$ cat src/rtl/regfile_pkg.sv
// Shared definitions for the register-file write-back queue.
package regfile_pkg;
  localparam int REG_IDX_W = 5;
  localparam int ZERO_REG  = 31;
  localparam int DATA_W    = 64;

  // Field is named idx because "reg" is a reserved word.
  typedef struct packed {
    logic [REG_IDX_W-1:0] idx;
    logic [DATA_W-1:0]    data;
  } wb_entry_t;
endpackage

$ cat src/rtl/regfile_wq_lookup.sv
// Youngest-match forwarding search over the live entries of the write queue.
module regfile_wq_lookup
  import regfile_pkg::*;
#(
  parameter int DEPTH    = 4,
  parameter int DATA_W   = regfile_pkg::DATA_W,
  parameter int ZERO_REG = regfile_pkg::ZERO_REG,
  localparam int PTR_W   = $clog2(DEPTH),
  localparam int CNT_W   = $clog2(DEPTH+1)
) (
  input  logic [DEPTH-1:0][REG_IDX_W-1:0] regs,
  input  logic [DEPTH-1:0][DATA_W-1:0]    datas,
  input  logic [PTR_W-1:0]                head,
  input  logic [CNT_W-1:0]                count,
  input  logic [REG_IDX_W-1:0]            lookup_reg,
  output logic                            hit,
  output logic [DATA_W-1:0]               data
);
  localparam logic [REG_IDX_W-1:0] ZR = REG_IDX_W'(ZERO_REG);

  // Walk oldest to youngest; a later match overrides, so the youngest wins.
  always_comb begin
    logic [PTR_W-1:0] idx;
    hit  = 1'b0;
    data = '0;
    idx  = '0;
    for (int i = 0; i < DEPTH; i++) begin
      idx = head + PTR_W'(i);
      if ((CNT_W'(i) < count) && (regs[idx] == lookup_reg) && (lookup_reg != ZR)) begin
        hit  = 1'b1;
        data = datas[idx];
      end
    end
  end
endmodule

$ cat src/rtl/regfile_write_queue.sv
// Circular write-back queue feeding the register file write port, with
// forwarding lookup of still-pending writes.
module regfile_write_queue
  import regfile_pkg::*;
#(
  parameter int DEPTH    = 4,
  parameter int DATA_W   = regfile_pkg::DATA_W,
  parameter int ZERO_REG = regfile_pkg::ZERO_REG,
  localparam int PTR_W   = $clog2(DEPTH),
  localparam int CNT_W   = $clog2(DEPTH+1)
) (
  input  logic                 clk,
  input  logic                 reset,
  input  logic                 wr_valid,
  input  logic [4:0]           wr_reg,
  input  logic [DATA_W-1:0]    wr_data,
  output logic                 wr_ready,
  input  logic                 drain_en,
  output logic                 RegWrite,
  output logic [4:0]           WriteRegister,
  output logic [DATA_W-1:0]    WriteData,
  input  logic [4:0]           lookup_reg,
  output logic                 lookup_hit,
  output logic [DATA_W-1:0]    lookup_data,
  output logic [CNT_W-1:0]     count
);
  localparam logic [REG_IDX_W-1:0] ZR   = REG_IDX_W'(ZERO_REG);
  localparam logic [CNT_W-1:0]     FULL = CNT_W'(DEPTH);

  logic [DEPTH-1:0][REG_IDX_W-1:0] regs;
  logic [DEPTH-1:0][DATA_W-1:0]    datas;
  logic [PTR_W-1:0]                head, tail;
  logic                            not_empty, push, pop;

  assign not_empty = (count != '0);
  assign wr_ready  = (count != FULL);
  // Zero-register writes are accepted but never stored.
  assign push      = wr_valid & wr_ready & (wr_reg != ZR);
  assign pop       = RegWrite;

  assign RegWrite      = drain_en & not_empty;
  assign WriteRegister = not_empty ? regs[head]  : '0;
  assign WriteData     = not_empty ? datas[head] : '0;

  always_ff @(posedge clk) begin
    if (reset) begin
      head  <= '0;
      tail  <= '0;
      count <= '0;
    end else begin
      if (push) tail <= tail + PTR_W'(1);
      if (pop)  head <= head + PTR_W'(1);
      case ({push, pop})
        2'b10:   count <= count + CNT_W'(1);
        2'b01:   count <= count - CNT_W'(1);
        default: count <= count;
      endcase
    end
  end

  // Entry storage carries no reset; liveness is tracked by head/count.
  always_ff @(posedge clk) begin
    if (!reset && push) begin
      regs[tail]  <= wr_reg;
      datas[tail] <= wr_data;
    end
  end

  regfile_wq_lookup #(
    .DEPTH    (DEPTH),
    .DATA_W   (DATA_W),
    .ZERO_REG (ZERO_REG)
  ) u_lookup (
    .regs       (regs),
    .datas      (datas),
    .head       (head),
    .count      (count),
    .lookup_reg (lookup_reg),
    .hit        (lookup_hit),
    .data       (lookup_data)
  );
endmodule

$ cat config.mk
export PLATFORM = sky130hd
export DESIGN_NAME = regfile_write_queue
export DESIGN_NICKNAME = d
export VERILOG_FILES = /design/src/rtl/regfile_pkg.sv /design/src/rtl/regfile_wq_lookup.sv /design/src/rtl/regfile_write_queue.sv
export SDC_FILE = /design/constraint.sdc
export NUM_CORES = 1
export LEC_CHECK = 0
export BUFFER_PORTS_ARGS = -buffer_cell sky130_fd_sc_hd__buf_2
export CORE_ASPECT_RATIO = 0.5
export CORE_MARGIN = 2
export CORE_UTILIZATION = 55
export CTS_CLUSTER_SIZE = 20
export DETAILED_ROUTE_END_ITERATION = 8
export HOLD_SLACK_MARGIN = 0.15
export PLACE_DENSITY = 0.76
export SLEW_MARGIN = 5
export SYNTH_ARGS = -nofsm -noshare
export SYNTH_HDL_FRONTEND = slang
export SYNTH_SLANG_ARGS = --single-unit
$ cat constraint.sdc
create_clock -name clk -period 7.4 [get_ports clk]
set_clock_uncertainty 0.05 [all_clocks]
set_input_delay 1.48 -clock clk [delete_from_list [all_inputs] [get_ports clk]]
set_output_delay 1.48 -clock clk [all_outputs]
set_load 0.01 [all_outputs]
==> reports/results.ini <==
[outcome]
status=complete, no violations

[logic_synthesis]
synth-edff-count=276
netlist_instances=1584
synth_ff_type=edfxtp_1
yosysWarnings=0
ys_async_sr_fraction_pct=0
synth_top_area_share_pct=46.9
ys_ff_latch=283
synth_top_area_cell=edfxtp_1
syn_area_per_cell_um2=11.2
yosysSeqAreaShare_pct=47.7
synth_area_leaders=edfxtp_1 47%, mux2_2 8.3%, mux2i_1 8.1%
synth_cell_types=46
syn_area_mm2=0.0177
syn-num-nets=1671

[global_route]
grt_use_met1_pct=29.2
use_met3_pct=3.95
gr-total-overflow=0
antenna_found_initial=5
grt_pass1_vias=13100
grt-busiest-layer=met2
grt_pass1_wl_um=68100
use_met2_pct=48.5
track_usage_pct=25.5
grt_start_max_net_pins=285

[place]
io_buffer_count=216
gp_congestion=0.941
hpwlAfterDp_um=27600
pre_cts_ws_ns=1.45
dpl_cell_area_mm2=0.0189

[critical_path]
reg2reg_depth=8
slowest_stage=dfxtp_4
cp_slowest_stage_delay_ns=0.86
rr_startpoint=count[1]
cp-start-kind=flip-flop
crit_fanout=53
cpMostUsedCell=buf_4
cp_data_required_time_ns=5.87
rr_endpoint=count[2]
regToRegSetupSlack_ns=3.89
critPathArrivalTime_ns=4.71
cp_cell_sequence=mux4_2 > xnor2_1 > o2111ai_1 > a211oi_4 > buf_4 > buf_4 > a221oi_1 > o31ai_2 > buf_2
path_class=flip-flop to primary output
end_kind=primary output

[timing]
setup_violations=0
fin_crit_ns=6.24
slew_headroom_pct=23.8
fmax_mhz=160
fin_setup_tns_ns=0
fin_crit_sh_pct=84.3
rsz0062_at_grt=false
finalMaxSlewViolations=0
hold_violations=0
setup_slack_ns=1.16
worst_slew_pin_slew_ns=1.14
hold_ws_ns=0.531

[clock_tree]
ctsResizeCount=0
cts_buffers=27
cts_root_buffer=clkbuf_16
cts_tree=done
clk_latency_ns=0.54
post-cts-setup-buffer-count=0
cts_hold_buffers=0
clk_pin_slew_ns=0.06
htree_levels=1
clock_path_buffers=3
clock_sinks=283

[detailed_routing]
via_per_inst=6.14
wl_per_cell_um=20.8
dr.first_iter.drc_count=880
vias=13300
totalWireLength_um=45100
first_pass_iters=5
drtAntennaViolNets=0
drc=0

[layout]
area_growth_pct=11.8
drive_gt1_share_pct=34.2
finalNetCount=1792
fin_area_mm2=0.0198

[power]
power_density_mw_per_mm2=291
power.leakage_uw=0.00683
ir_drop_uv=187

[die]
die_height_um=131
core_mm2=0.0317
die_x_um=258
pin_count=217
die-area_mm2=0.0337
num_rows=46
start_util_pct=55.9

[min_path]
min_from=tail[1]
hold_path.class=flip-flop to flip-flop
whs_endpoint=tail[1]
whs_path_depth=2

[job]
cap_violations=0

-- how the worst max path moves through the flow --
stage,start,end,slack (ns),depth (start not counted)
after floorplan,lookup_reg[2],lookup_data[10],2.40,9
after global placement,lookup_reg[2],lookup_data[27],1.57,10
after detailed placement,lookup_reg[2],lookup_data[27],1.45,10
after CTS,head[0],lookup_data[1],1.17,10
after global routing,head[0],lookup_data[1],0.90,10
final,head[0],lookup_data[27],1.16,9
-- power by group --
part           switching (uW)  internal [uW]
clock                     597            810
sequential                101           1850
combinational            1410            989
total                    2110           3650
-- critical path, delay by kind of cell, from the launching register on --
family | cells | cell delay [ns]
xor gates and xnor gates | 1 | 0.15
buffers and inverters | 3 | 1.37
AOI/OAI and AO/OA | 4 | 1.08
DFF | 1 | 0.86
muxes | 1 | 0.62
-- final cells by class --
class | count | area [um^2]
timing repair buffer | 236 | 1260
multi-input combinational | 1151 | 8620
tap | 432 | 541
clock inverter | 17 | 191
clock buffer | 32 | 694
sequential | 283 | 8440
fill | 2486 | 11900
inverter | 6 | 25.0
antenna | 5 | 12.5
-- per-layer routing --
metal	wire, um	up-vias
met3	2360	96
met5	0	-
met2	23900	419
li1	-	6192
met4	1210	0
met1	17600	6568
-- registers in the layout, summed over array words and instances (netlist names) --
| name | cells |
|---|---|
| head | 2 |
| count | 3 |
| regs | 20 |
| datas | 256 |
| tail | 2 |
-- kinds of logic (layout without fill, tap and decap cells) --
logic type / Yosys count / after routing / synth area share [%]
AO/OA/AOI/OAI: 398 / 398 / 17.6
XOR/XNOR: 25 / 25 / 1.24
adder cells (fa/ha/maj): 9 / 9 / 0.637
buffers and inverters: 150 / 291 / 3.81
flip-flops: 283 / 283 / 47.7
multiplexers: 285 / 285 / 17.6
other: 0 / 5 / 0
AND/OR/NAND/NOR: 434 / 434 / 11.4
-- cells in the final DEF, fill, tap and decap left out, types with 4 or more instances in the layout --
cell type and count:
o211ai_1 65, and2_4 4, o31ai_2 60, edfxtp_1 276, clkbuf_1 5, nand2_1 204
o31ai_1 4, mux2i_1 143, nor3_1 5, dfxtp_1 5, clkinv_2 5, a21oi_1 132
mux2_2 131, buf_2 216, a221oi_1 28, or2_2 64, bufinv_16 4, mux4_2 6
xor2_1 6, clkbuf_16 27, clkinv_1 4, o21ai_0 65, ha_1 9, buf_4 18
xnor2_1 19, diode_2 5, nor2b_1 65, a221oi_2 36, nor2_1 78, inv_1 5
-- stage by stage --
stage / total power (uW) / instances / utilization (%)
2_1_floorplan: 3720 / 1584 / -
3_3_place_gp: 4260 / 2108 / 59.6
3_5_place_dp: 4360 / 2108 / 59.6
4_1_cts: 5770 / 2157 / 62.4
5_1_grt: 6040 / 2161 / 62.5
6_report: 5750 / 2162 / 62.5
-- synthesized netlist by cell type (6+ instances only) --
library cell	instances
buf_6	7
nor2b_1	66
clkbuf_1	95
xnor2_1	19
mux2_2	131
nor2_1	78
buf_2	31
and2_1	6
mux4_2	6
o211ai_1	65
nor3_1	6
a221oi_1	28
nand2_1	204
or2_2	64
buf_1	9
mux2i_1	143
o31ai_2	60
o21ai_0	65
edfxtp_1	276
a21oi_1	132
xor2_1	6
dfxtp_1	7
a221oi_2	36
ha_1	9
No activity file was read; power rests on OpenSTA's default activity.
